==> src/rtl/rv_pkg.sv <==
// Shared RV32 definitions for the instruction encoder: opcodes, formats and the stage-1 payload.
package rv_pkg;

    localparam int unsigned XLEN  = 32;
    localparam int unsigned OPC_W = 7;
    localparam int unsigned REG_W = 5;
    localparam int unsigned F3_W  = 3;
    localparam int unsigned F7_W  = 7;
    localparam int unsigned IMM_W = 21;

    localparam logic [OPC_W-1:0] OP_LOAD   = 7'b0000011;
    localparam logic [OPC_W-1:0] OP_IMM    = 7'b0010011;
    localparam logic [OPC_W-1:0] OP_JALR   = 7'b1100111;
    localparam logic [OPC_W-1:0] OP_STORE  = 7'b0100011;
    localparam logic [OPC_W-1:0] OP_BRANCH = 7'b1100011;
    localparam logic [OPC_W-1:0] OP_LUI    = 7'b0110111;
    localparam logic [OPC_W-1:0] OP_AUIPC  = 7'b0010111;
    localparam logic [OPC_W-1:0] OP_JAL    = 7'b1101111;
    localparam logic [OPC_W-1:0] OP_REG    = 7'b0110011;

    typedef enum logic [2:0] {FMT_R, FMT_I, FMT_S, FMT_B, FMT_U, FMT_J} fmt_e;

    // Only the low 21 immediate bits ever reach the instruction word.
    typedef struct packed {
        fmt_e             fmt;
        logic [OPC_W-1:0] opcode;
        logic [REG_W-1:0] rd;
        logic [F3_W-1:0]  funct3;
        logic [REG_W-1:0] rs1;
        logic [REG_W-1:0] rs2;
        logic [F7_W-1:0]  funct7;
        logic [IMM_W-1:0] imm;
        logic             err;
    } enc_req_t;

    function automatic fmt_e fmt_of(input logic [OPC_W-1:0] op);
        fmt_e f;
        case (op)
            OP_LOAD, OP_IMM, OP_JALR: f = FMT_I;
            OP_STORE:                 f = FMT_S;
            OP_BRANCH:                f = FMT_B;
            OP_LUI, OP_AUIPC:         f = FMT_U;
            OP_JAL:                   f = FMT_J;
            default:                  f = FMT_R;
        endcase
        return f;
    endfunction

    function automatic logic opcode_known(input logic [OPC_W-1:0] op);
        logic k;
        case (op)
            OP_LOAD, OP_IMM, OP_JALR, OP_STORE, OP_BRANCH,
            OP_LUI, OP_AUIPC, OP_JAL, OP_REG: k = 1'b1;
            default:                          k = 1'b0;
        endcase
        return k;
    endfunction

endpackage

==> src/rtl/imm_range_check.sv <==
// Checks whether a signed immediate is representable (and suitably aligned) in a given format.
module imm_range_check
    import rv_pkg::*;
(
    input  fmt_e              fmt,
    input  logic [XLEN-1:0]   imm_i,
    output logic              fits,
    output logic              aligned
);

    localparam int I_MIN = -2048;
    localparam int I_MAX = 2047;
    localparam int B_MIN = -4096;
    localparam int B_MAX = 4094;
    localparam int U_MIN = -524288;
    localparam int U_MAX = 524287;
    localparam int J_MIN = -1048576;
    localparam int J_MAX = 1048574;

    logic signed [XLEN-1:0] simm;
    assign simm = $signed(imm_i);

    always_comb begin
        fits    = 1'b1;
        aligned = 1'b1;
        case (fmt)
            FMT_I, FMT_S: fits = (simm >= I_MIN) && (simm <= I_MAX);
            FMT_B: begin
                fits    = (simm >= B_MIN) && (simm <= B_MAX);
                aligned = ~imm_i[0];
            end
            FMT_U: fits = (simm >= U_MIN) && (simm <= U_MAX);
            FMT_J: begin
                fits    = (simm >= J_MIN) && (simm <= J_MAX);
                aligned = ~imm_i[0];
            end
            default: ;
        endcase
    end

endmodule

==> src/rtl/instr_encoder.sv <==
// RV32 instruction encoder: packs fields and a signed immediate into a 32-bit word
// through a two-stage valid/ready pipeline (check/select, then output register).
module instr_encoder
    import rv_pkg::*;
#(
    parameter bit          CHECK_RANGE = 1'b1,
    parameter int unsigned CNT_W       = 16
) (
    input  logic             clk_i,
    input  logic             rst_ni,
    input  logic             valid_i,
    output logic             ready_o,
    input  logic [6:0]       opcode_i,
    input  logic [4:0]       rd_i,
    input  logic [2:0]       funct3_i,
    input  logic [4:0]       rs1_i,
    input  logic [4:0]       rs2_i,
    input  logic [6:0]       funct7_i,
    input  logic [31:0]      imm_i,
    output logic             valid_o,
    input  logic             ready_i,
    output logic [31:0]      instr_o,
    output logic             err_o,
    output logic [CNT_W-1:0] err_cnt_o
);

    fmt_e      req_fmt;
    logic      imm_fits;
    logic      imm_aligned;
    logic      req_err;
    enc_req_t  req_d;
    enc_req_t  s1_q;
    logic      s1_valid;
    logic      s2_ready;
    logic      s1_moves;
    logic [XLEN-1:0] word_d;

    assign req_fmt = fmt_of(opcode_i);

    imm_range_check u_range (
        .fmt     (req_fmt),
        .imm_i   (imm_i),
        .fits    (imm_fits),
        .aligned (imm_aligned)
    );

    // Unknown opcodes are always flagged; range problems only when checking is enabled.
    assign req_err = !opcode_known(opcode_i) || (CHECK_RANGE && !(imm_fits && imm_aligned));

    always_comb begin
        req_d = '{fmt:    req_fmt,
                  opcode: opcode_i,
                  rd:     rd_i,
                  funct3: funct3_i,
                  rs1:    rs1_i,
                  rs2:    rs2_i,
                  funct7: funct7_i,
                  imm:    imm_i[IMM_W-1:0],
                  err:    req_err};
    end

    assign s2_ready = !valid_o || ready_i;
    assign s1_moves = s1_valid && s2_ready;
    assign ready_o  = !s1_valid || s1_moves;

    // Stage 1: capture request fields, format and error.
    always_ff @(posedge clk_i or negedge rst_ni) begin
        if (!rst_ni) begin
            s1_valid <= 1'b0;
            s1_q     <= '0;
        end else if (ready_o) begin
            s1_valid <= valid_i;
            if (valid_i) begin
                s1_q <= req_d;
            end
        end
    end

    // Scatter immediate bits according to the captured format.
    always_comb begin
        word_d = '0;
        case (s1_q.fmt)
            FMT_I: word_d = {s1_q.imm[11:0], s1_q.rs1, s1_q.funct3, s1_q.rd, s1_q.opcode};
            FMT_S: word_d = {s1_q.imm[11:5], s1_q.rs2, s1_q.rs1, s1_q.funct3,
                             s1_q.imm[4:0], s1_q.opcode};
            FMT_B: word_d = {s1_q.imm[12], s1_q.imm[10:5], s1_q.rs2, s1_q.rs1, s1_q.funct3,
                             s1_q.imm[4:1], s1_q.imm[11], s1_q.opcode};
            FMT_U: word_d = {s1_q.imm[19:0], s1_q.rd, s1_q.opcode};
            FMT_J: word_d = {s1_q.imm[20], s1_q.imm[10:1], s1_q.imm[11], s1_q.imm[19:12],
                             s1_q.rd, s1_q.opcode};
            default: word_d = {s1_q.funct7, s1_q.rs2, s1_q.rs1, s1_q.funct3,
                               s1_q.rd, s1_q.opcode};
        endcase
    end

    // Stage 2: output register, held while downstream stalls.
    always_ff @(posedge clk_i or negedge rst_ni) begin
        if (!rst_ni) begin
            valid_o <= 1'b0;
            instr_o <= '0;
            err_o   <= 1'b0;
        end else if (s2_ready) begin
            valid_o <= s1_valid;
            if (s1_valid) begin
                instr_o <= word_d;
                err_o   <= s1_q.err;
            end
        end
    end

    always_ff @(posedge clk_i or negedge rst_ni) begin
        if (!rst_ni) begin
            err_cnt_o <= '0;
        end else if (valid_o && ready_i && err_o && (err_cnt_o != '1)) begin
            err_cnt_o <= err_cnt_o + CNT_W'(1);
        end
    end

endmodule

==> config.mk <==
export PLATFORM = sky130hd
export DESIGN_NAME = instr_encoder
export DESIGN_NICKNAME = d
export VERILOG_FILES = /design/src/rtl/rv_pkg.sv /design/src/rtl/imm_range_check.sv /design/src/rtl/instr_encoder.sv
export SDC_FILE = /design/constraint.sdc
export NUM_CORES = 1
export LEC_CHECK = 0
export CAP_MARGIN = 40
export CORE_ASPECT_RATIO = 1.75
export CORE_MARGIN = 1.5
export CORE_UTILIZATION = 54
export DETAILED_ROUTE_END_ITERATION = 7
export GPL_ROUTABILITY_DRIVEN = 0
export GPL_TIMING_DRIVEN = 0
export PLACE_DENSITY = 0.85
export SLEW_MARGIN = 10
export SYNTH_ARGS = -nofsm -noshare
export SYNTH_HDL_FRONTEND = slang
export SYNTH_HIERARCHICAL = 1
export SYNTH_SLANG_ARGS = --single-unit
==> constraint.sdc <==
create_clock -name clk_i -period 4.65 [get_ports clk_i]
set_input_delay 0.93 -clock clk_i [delete_from_list [all_inputs] [get_ports clk_i]]
set_output_delay 0.93 -clock clk_i [all_outputs]
set_load 0.02 [all_outputs]
==> flow_metrics.env, run 1 <==
export IMPL_status="finished clean"
export IMPL_portBuffers=118
export IMPL_cp_buffers_inverters=1
export IMPL_synth_edff_count=0
export IMPL_crit_family="compound AO/OA/AOI/OAI gates"
export IMPL_synthTopCellsByArea="dfrtp_1 52%, mux2_2 15%, nand2_1 3.8%, o21ai_0 3.5%, mux2i_1 2.3%"
export IMPL_power_density_nw_per_um2=393
export IMPL_antenna_found_initial=0
export IMPL_antenna_cells=0
export IMPL_synthesis_area_um2=5200
export IMPL_grt_util_all_layers=0.290
export IMPL_clkTransAtPathRegs_ns=0.07
export IMPL_grt_max_degree=74
export IMPL_crit_fanout=9
export IMPL_grt_pass1_vias=4587
export IMPL_p_seq_frac=0.465
export IMPL_setup_ws_ns=1.23
export IMPL_maxCapViolCount=0
export IMPL_cts_sinks=108
export IMPL_dp_slack_ns=0.972
export IMPL_cts_hold_buf=0
export IMPL_wl_per_cell_um=19.4
export IMPL_clockBufferDepth=2
export IMPL_placementRows=47
export IMPL_grt_busiest_layer="met2"
export IMPL_drtPass1Iterations=5
export IMPL_setup_viol=0
export IMPL_hold_violations=0
export IMPL_cp_arrival_ns=3.65
export IMPL_synth_warnings=6
export IMPL_worst_slew_pin_slew_ns=0.684
export IMPL_clkPwrFrac=0.264
export IMPL_relSlewSlack=0.540
export IMPL_finalWirelength_um=14100
export IMPL_switching_share=0.314
export IMPL_holdCritPathClass="in2async"
export IMPL_p_leak_nw=2.82
export IMPL_vdd_drop_max_mv=0.216
export IMPL_cpMostUsedCell="o21ai_0"
export IMPL_numCtsBuffers=9
export IMPL_cts_root_buf="clkbuf_16"
export IMPL_synth_cell_types=48
export IMPL_startpoint_type="primary input"
export IMPL_rsz0062_at_grt="no"
export IMPL_synth_top_area_frac=0.520
export IMPL_fin_cells=726
export IMPL_ant_nets=0
export IMPL_drive_gt1_frac=0.184
export IMPL_chipWidth_um=77.2
export IMPL_crit_required_ns=4.88
export IMPL_n_fill_cell=709
export IMPL_core_area_um2=9410
export IMPL_ys_seq_elements=108
export IMPL_drcViolationCount=0
export IMPL_dp_cells=710
export IMPL_avgSynthCellArea_um2=11.1
export IMPL_syn_inst=468
export IMPL_max_freq_mhz=292
export IMPL_fin_tns_setup_ns=0
export IMPL_maxSlewViolCount=0
export IMPL_start_util=0.553
export IMPL_grt_ovfl_total=0
export IMPL_min_period_over_period=0.735
export IMPL_slowest_stage="clkdlybuf4s50_1"
export IMPL_met1_usage=0.307
export IMPL_area_growth_pct=31.7
export IMPL_initialDrtViolationCount=292
export IMPL_die_area_um2=10300
export IMPL_combPwrFrac=0.271
export IMPL_switchingPower_mw=0.847
export IMPL_via_per_inst=5.98
export IMPL_nets=668
export IMPL_ios=119
export IMPL_synth_fp_nets=537
export IMPL_use_met3=0.0310
export IMPL_yosysSeqAreaShare=0.520
export IMPL_endpoint_kind="flip-flop"
export IMPL_max_stage_delay_ns=0.63
export IMPL_cp_cell_sequence="clkdlybuf4s50_1 -> and3b_1 -> o21bai_1 -> a21oi_1 -> o21ai_0 -> a2111oi_0 -> o21ai_0 -> nand4_1 -> nand2_1 -> nor3_1 -> o21ai_0"
export IMPL_met2_usage=0.529
export IMPL_cts_resized_gates=0
export IMPL_worstSkewPairLatency_ns=0.35
export IMPL_cts_tree="built"
export IMPL_yosysTopAreaCell="dfrtp_1"
export IMPL_async_flop_share=1.00
export IMPL_final_cell_mix="117 x clkdlybuf4s50_1, 108 x dfrtp_1, 71 x mux2_2"
export IMPL_htreeDepth=3
export IMPL_grt_pass1_wl_um=22800
export IMPL_vias=4343
export IMPL_dp_hpwl_um=10600
export IMPL_final_min_clock_period_ns=3.42
export IMPL_layout_commonest_cell="clkdlybuf4s50_1"
export IMPL_fin_skew_ns=0.00715
export IMPL_p_int_mw=1.85
export IMPL_path_class="in2reg"
export IMPL_ys_flop_type="dfrtp_1"
export IMPL_post_cts_setup_buffers=0
export IMPL_fp_dieH_um=133
## state kept, by name, indices dropped and copies added (netlist names)
| register | cells |
|---|---|
| err_cnt_o | 16 |
| err_o | 1 |
| instr_o | 32 |
| s1_q | 57 |
| s1_valid | 1 |
| valid_o | 1 |
## through the flow
stage	power (mW)	hold WS, ns	instance area, um^2	util
after floorplan	1.60	0.446	5200	-
after global placement	1.95	0.461	6540	0.695
after detailed placement	1.99	0.479	6570	0.698
after CTS	2.70	0.467	6850	0.728
after global routing	2.80	0.490	6850	0.728
final	2.69	0.457	6850	0.728
## synthesized netlist by cell type (2+ instances only)
library cell  number
a21oi_1            6
a22oi_1            4
a2bb2oi_1          2
and2_1             3
and3_1             4
buf_1              2
buf_2             16
clkbuf_1           7
dfrtp_1          108
inv_1              3
mux2_2            71
mux2i_1           12
nand2_1           52
nand2b_1          19
nand3_1           13
nand4_1           18
nor2_1             5
nor2b_1           11
nor3_1            19
o211ai_1           2
o21ai_0           36
o21bai_1           2
o22ai_1            7
o311a_1            6
o311ai_0           2
or4_1              6
or4_4              2
xnor2_1            9
xor2_1             2
## routing by layer
metal | vias to the layer above | part of all wire | wire [um]
met5 | - | 0 | 0
met4 | 0 | 0.053 | 748
met3 | 51 | 0.043 | 608
met2 | 189 | 0.55 | 7810
met1 | 2126 | 0.35 | 4910
li1 | 1977 | - | -
## layout make-up
cell class | instances | area, um^2 | area share
Buffer | 25 | 114 | 0.0166
Clock buffer | 9 | 225 | 0.0329
Clock inverter | 7 | 53.8 | 0.00786
Inverter | 3 | 11.3 | 0.00164
Multi-Input combinational cell | 332 | 2370 | 0.347
Sequential cell | 108 | 2700 | 0.395
Tap cell | 122 | 153 | 0.0223
Timing Repair Buffer | 120 | 1210 | 0.177
## worst paths after layout
kind,start,endpoint,slack [ns],depth (start not counted)
setup / recovery,opcode_i[6],s1_q[0],1.23,11
hold / removal,rst_ni,err_cnt_o[15],0.46,1
setup reg to reg,err_cnt_o[0],err_cnt_o[14],2.81,5
hold reg to reg,instr_o[11],instr_o[11],0.49,2
max in group asynchronous,rst_ni,s1_q[3],3.52,2
min in group clk_i,instr_o[11],instr_o[11],0.49,2
## power groups by stage
stage	Clock [mW]	Sequential, mW	Combinational [mW]
final	0.712	1.25	0.730
after global routing	0.754	1.27	0.782
after CTS	0.719	1.24	0.733
after detailed placement	0	1.26	0.727
after global placement	0	1.25	0.701
after floorplan	0	1.34	0.261
## logic make-up (layout without fill, tap and decap cells)
| group | Yosys count | count (layout) | synth area share |
|---|---|---|---|
| buf+inv | 28 | 164 | 0.0241 |
| fa+ha+maj | 2 | 2 | 0.00433 |
| xor+xnor | 11 | 11 | 0.0185 |
| flops | 108 | 108 | 0.520 |
| compound gates | 76 | 76 | 0.0931 |
| mux | 83 | 83 | 0.177 |
| simple gates | 160 | 160 | 0.164 |
(Power assumes the default switching activity.)
==> run 2, diff against run 1 <==
CORE_UTILIZATION = 50   (was 54)
PLACE_DENSITY = 0.8   (was 0.85)
clock period = 3.3 ns   (was 4.65 ns; I/O delays follow)
==> run 2 against run 1 <==
Net effect:
- power rose by 41%
- wire length up 1.1%
- first-iteration DRC count decreased by 11%
- die area rose by 7.8%
- register-to-register slack lost 1.4 ns
- sequential cell count unchanged
- worst hold slack got worse by 0.28 ns
- final cell count increased by 0.69%
- critical path depth unchanged
==> flow_metrics.env, run 2 (synthesis gave the netlist of run 1 again) <==
export IMPL_status="finished clean"
export IMPL_antenna_cells=0
export IMPL_slowest_stage="clkdlybuf4s50_1"
export IMPL_final_cell_mix="117 x clkdlybuf4s50_1, 108 x dfrtp_1, 71 x mux2_2"
export IMPL_cts_root_buf="clkbuf_16"
export IMPL_drtPass1Iterations=5
export IMPL_maxSlewViolCount=0
export IMPL_final_util=0.674
export IMPL_core_area_um2=10200
export IMPL_largest_reg_flops=57
export IMPL_top_register="s1_q"
export IMPL_crit_fanout=7
export IMPL_fin_tns_setup_ns=0
export IMPL_fp_dieH_um=138
export IMPL_max_stage_delay_ns=0.55
export IMPL_finalWirelength_um=14200
export IMPL_via_per_inst=5.98
export IMPL_n_fill_cell=801
export IMPL_htreeDepth=3
export IMPL_cp_buffers_inverters=1
export IMPL_startpoint_type="primary input"
export IMPL_reg2reg_depth=5
export IMPL_antenna_found_initial=0
export IMPL_p_leak_nw=2.82
export IMPL_worst_slew_pin_slew_ns=0.728
export IMPL_vdd_drop_max_mv=0.323
export IMPL_crit_required_ns=3.53
export IMPL_cts_tree="built"
export IMPL_top_regs="s1_q: 57 flops, instr_o: 32 flops, err_cnt_o: 16 flops"
export IMPL_holdCritPathClass="in2async"
export IMPL_vias=4375
export IMPL_grt_pass1_wl_um=22400
export IMPL_cp_cell_sequence="clkdlybuf4s50_1 -> nand2b_1 -> o22ai_1 -> and4_1 -> or4_1 -> nor3_1 -> nand4_1 -> nand4_1 -> nand2_1 -> nor3_1 -> o21ai_0"
export IMPL_area_growth_pct=31.8
export IMPL_initialDrtViolationCount=260
export IMPL_clkTransAtPathRegs_ns=0.07
export IMPL_dp_cells=715
export IMPL_nets=668
export IMPL_wl_per_cell_um=19.5
export IMPL_max_freq_mhz=342
export IMPL_dp_hpwl_um=10900
export IMPL_cp_arrival_ns=3.15
export IMPL_chipWidth_um=80.1
export IMPL_fin_skew_ns=0.00744
export IMPL_final_min_clock_period_ns=2.92
export IMPL_hold_violations=0
export IMPL_grt_ovfl_total=0
export IMPL_maxCapViolCount=0
export IMPL_setup_viol=0
export IMPL_grt_util_all_layers=0.270
export IMPL_die_area_um2=11000
export IMPL_grt_pass1_vias=4533
export IMPL_endpoint_kind="flip-flop"
export IMPL_post_cts_setup_buffers=0
export IMPL_min_period_over_period=0.886
export IMPL_placementRows=49
export IMPL_drcViolationCount=0
export IMPL_power_density_nw_per_um2=552
export IMPL_path_class="in2reg"
export IMPL_ant_nets=0
export IMPL_clockBufferDepth=2
export IMPL_reg2reg_slack_ns=1.44
export IMPL_crit_family="simple AND/OR/NAND/NOR gates"
export IMPL_ios=119
export IMPL_start_util=0.511
export IMPL_dpl_cell_area_um2=6580
export IMPL_drive_gt1_frac=0.184
export IMPL_worstSkewPairLatency_ns=0.35
export IMPL_relSlewSlack=0.511
export IMPL_cp_depth=11
export IMPL_cts_sinks=108
export IMPL_fin_cells=731
export IMPL_numCtsBuffers=9
export IMPL_fin_area_um2=6860
export IMPL_fin_hold_ws_ns=0.179
export IMPL_layout_commonest_cell="clkdlybuf4s50_1"
export IMPL_rsz0062_at_grt="no"
export IMPL_grt_max_degree=78
export IMPL_portBuffers=118
-- run 2: changes by cell type in the layout (fill, tap and decap cells not counted) --
cell        delta
a21oi_1        -1
a21oi_2        +1
clkbuf_1       +1
clkinv_2       -1
clkinvlp_4     -1
inv_6          +1
-- run 2: where the power goes --
group	switching, mW	internal [mW]	leakage [nW]
registers	0.198	1.56	1.30
logic	0.495	0.531	1.39
clock network	0.485	0.519	0.129
total	1.18	2.61	2.82
-- run 2: per-layer routing --
| metal | track usage | routed length, um |
|---|---|---|
| met1 | 0.276 | 4820 |
| met2 | 0.515 | 8040 |
| met3 | 0.0428 | 762 |
| met4 | 0.135 | 615 |
| met5 | 0 | 0 |
-- run 2: worst paths after layout --
kind,startpoint,to
worst min register to register,instr_o[17],instr_o[17]
max in group asynchronous,rst_ni,instr_o[11]
worst max register to register,err_cnt_o[0],err_cnt_o[14]
worst max-delay path,opcode_i[4],s1_q[0]
min in group clk_i,instr_o[17],instr_o[17]
worst min-delay path,rst_ni,err_cnt_o[14]
-- run 2: final cells by class --
type | count | area [um^2] | share of cell area
inverters | 3 | 11.3 | 0.00164
well taps | 127 | 159 | 0.0232
clock buffers | 10 | 229 | 0.0334
repair buffers | 120 | 1210 | 0.177
plain buffers | 25 | 114 | 0.0166
multi-input cells | 332 | 2380 | 0.347
flip-flops and latches | 108 | 2700 | 0.394
clock inverters | 6 | 50.0 | 0.00730
-- run 2: through the flow --
step	worst slack, ns	total power [mW]
floorplan	0.657	2.25
global placement	-2.30	2.75
detailed placement	-0.0937	2.80
CTS	0.266	3.80
global route	0.191	3.97
finish	0.377	3.78
-- run 2: worst reg2reg max path, cell delays in order (launching register included) --
cell and delay, ns:
dfrtp_1 0.41, ha_1 0.26, nand3_1 0.09, nor2_1 0.49, nand4_1 0.19, mux2_2 0.31
-- run 2: repair_timing --
item	CTS	global route
gates resized for setup	0	1
setup endpoints to repair	0	1
hold buffers	0	0
==> run 3, diff against run 2 <==
ABC_AREA = 1   (was unset)
CORE_UTILIZATION = 51   (was 50)
==> run 3 against run 2 <==
Net effect:
- core utilization up 0.33 points
- clock skew is 0.00096 ns lower
- sequential power grew 5%
- die area up 4.7%
- register-to-register slack better by 0.19 ns
==> flow_metrics.env, run 3 <==
export IMPL_grt_util_all_layers=0.277
export IMPL_start_util=0.523
export IMPL_dpl_cell_area_um2=6920
export IMPL_drcViolationCount=0
export IMPL_holdCritPathClass="in2async"
export IMPL_synth_warnings=6
export IMPL_setup_viol=0
export IMPL_chipWidth_um=81.9
export IMPL_startpoint_type="primary input"
export IMPL_syn_inst=758
export IMPL_combPwrFrac=0.319
export IMPL_synthTopCellsByArea="dfrtp_1 49%, nand2_1 23%, nor2_1 5.9%, inv_1 2.9%, a21oi_1 2.9%"
export IMPL_slowest_stage="clkdlybuf4s50_1"
export IMPL_top_register="s1_q"
export IMPL_reg2reg_depth=11
export IMPL_cts_root_buf="clkbuf_16"
export IMPL_n_fill_cell=873
export IMPL_path_class="in2out"
export IMPL_r2r_end="err_cnt_o[14]"
export IMPL_largest_reg_flops=57
export IMPL_clkTransAtPathRegs_ns=0.07
export IMPL_drive_gt1_frac=0.0740
export IMPL_ios=119
export IMPL_synth_most_common_cell="nand2_1"
export IMPL_rsz0062_at_grt="no"
export IMPL_finalWirelength_um=15400
export IMPL_grt_max_degree=79
export IMPL_fin_tns_setup_ns=0
export IMPL_synth_cell_types=31
export IMPL_cts_sinks=108
export IMPL_cts_tree="built"
export IMPL_worstSkewPairLatency_ns=0.36
export IMPL_cp_endpoint="ready_o"
export IMPL_drtPass1Iterations=5
export IMPL_maxSlewViolCount=0
export IMPL_cp_arrival_ns=1.98
export IMPL_vias=5487
export IMPL_cp_cell_sequence="clkdlybuf4s50_1 -> inv_1 -> nand3_1 -> clkdlybuf4s50_1"
export IMPL_initialDrtViolationCount=396
export IMPL_nets=956
export IMPL_ys_flop_type="dfrtp_1"
export IMPL_antenna_found_initial=0
export IMPL_antenna_cells=0
export IMPL_synth_top_area_frac=0.486
export IMPL_clkPwrFrac=0.243
export IMPL_max_freq_mhz=379
export IMPL_ant_nets=0
export IMPL_status="finished clean"
export IMPL_endpoint_kind="output pin"
export IMPL_cts_hold_buf=0
export IMPL_p_seq_frac=0.439
export IMPL_synth_edff_count=0
export IMPL_p_int_mw=2.72
export IMPL_worst_slew_pin_slew_ns=0.509
export IMPL_wl_per_cell_um=15.0
export IMPL_synthesis_area_um2=5560
export IMPL_core_area_um2=10600
export IMPL_maxCapViolCount=0
export IMPL_seq_area_um2=2700
export IMPL_fin_skew_ns=0.00648
export IMPL_reg2reg_slack_ns=1.63
export IMPL_grt_pass1_wl_um=24400
export IMPL_yosysSeqAreaShare=0.486
export IMPL_async_flop_share=1.00
export IMPL_grt_pass1_vias=5386
export IMPL_relSlewSlack=0.660
export IMPL_layout_commonest_cell="nand2_1"
export IMPL_area_growth_pct=29.5
export IMPL_multiInputGateArea_um2=2540
export IMPL_synth_fp_nets=827
export IMPL_cpMostUsedCell="clkdlybuf4s50_1"
export IMPL_crit_required_ns=2.64
export IMPL_crit_fanout=3
export IMPL_switching_share=0.353
export IMPL_p_leak_nw=3.44
export IMPL_power_density_nw_per_um2=583
export IMPL_placementRows=50
export IMPL_clockBufferDepth=2
export IMPL_grt_ovfl_total=0
export IMPL_final_min_clock_period_ns=2.64
export IMPL_ys_seq_elements=108
export IMPL_post_cts_setup_buffers=0
export IMPL_fp_dieH_um=141
export IMPL_cts_resized_gates=0
export IMPL_die_area_um2=11600
export IMPL_portBuffers=117
export IMPL_max_stage_delay_ns=0.63
export IMPL_r2r_start="err_cnt_o[0]"
export IMPL_yosys_top_cells_count="337 x nand2_1, 108 x dfrtp_1, 88 x nor2_1"
export IMPL_dp_hpwl_um=11800
export IMPL_numCtsBuffers=9
export IMPL_startpoint="ready_i"
export IMPL_hold_violations=0
export IMPL_vdd_drop_max_mv=0.411
export IMPL_min_period_over_period=0.800
export IMPL_top_regs="s1_q: 57 flops, instr_o: 32 flops, err_cnt_o: 16 flops"
export IMPL_avgSynthCellArea_um2=7.34
export IMPL_yosysTopAreaCell="dfrtp_1"
export IMPL_htreeDepth=3
export IMPL_fin_area_um2=7200
export IMPL_final_cell_mix="337 x nand2_1, 116 x clkdlybuf4s50_1, 108 x dfrtp_1"
export IMPL_via_per_inst=5.37
export IMPL_switchingPower_mw=1.48
## run 3: cell types whose count changed after synthesis, sizes merged, moves of 20 or more
cell | previous run | this run
inv | 3 | 49
nand2 | 52 | 349
a21oi | 6 | 32
mux2 | 71 | 0
a31oi | 1 | 21
nor2 | 5 | 97
## run 3: logic make-up (layout without fill, tap and decap cells)
group | Yosys count | count (layout) | share of synthesized area
AO/OA/AOI/OAI | 78 | 78 | 0.0776
adder cells (fa/ha/maj) | 1 | 1 | 0.00225
flip-flops | 108 | 108 | 0.486
buffers and inverters | 73 | 207 | 0.0574
XOR/XNOR | 8 | 8 | 0.0126
AND/OR/NAND/NOR | 490 | 490 | 0.364
## run 3: cell type report
| type | count | share of cell area |
|---|---|---|
| inverter | 49 | 0.0255 |
| multi-input combinational | 577 | 0.353 |
| tap | 130 | 0.0226 |
| sequential | 108 | 0.375 |
| buffer | 24 | 0.0188 |
| clock buffer | 10 | 0.0318 |
| clock inverter | 6 | 0.00678 |
| timing repair buffer | 118 | 0.167 |
## run 3: layer usage
metal	track usage	vias up	routed length [um]
met5	0	-	0
met4	0.154	0	668
met3	0.0408	48	619
met2	0.495	198	8360
met1	0.302	2603	5700
li1	-	2638	-
## run 3: worst min-delay path by stage
stage | start | end | slack (ns) | cells past startpoint
after floorplan | rst_ni | err_cnt_o[0] | 0.36 | 0
after global placement | s1_q[50] | instr_o[3] | 0.45 | 2
after detailed placement | s1_q[50] | instr_o[3] | 0.46 | 2
after CTS | rst_ni | err_cnt_o[9] | 0.18 | 1
after global routing | rst_ni | err_cnt_o[9] | 0.19 | 1
final | rst_ni | err_cnt_o[9] | 0.18 | 1
## run 3: critical path: cells and delay by family
family,cells,cell delay (ns)
buffers and inverters,3,1.19
AND/OR/NAND/NOR,1,0.13
## run 3: per-stage QoR
stage,power [mW],worst slack (ns),hold slack (ns),std cells,utilization
floorplan,2.50,1.32,0.364,758,-
global placement,3.14,-2.30,0.454,1005,0.648
detailed placement,3.18,0.611,0.465,1006,0.651
CTS,4.21,0.652,0.181,1022,0.677
global route,4.40,0.632,0.192,1022,0.677
finish,4.20,0.661,0.176,1022,0.677
## run 3: power by group through the flow
| stage | registers (mW) | logic [mW] | clock network, mW |
|---|---|---|---|
| after floorplan | 2.00 | 0.500 | 0 |
| after global placement | 1.85 | 1.30 | 0 |
| after detailed placement | 1.85 | 1.33 | 0 |
| after CTS | 1.83 | 1.34 | 1.03 |
| after global routing | 1.86 | 1.46 | 1.08 |
| final | 1.84 | 1.34 | 1.02 |
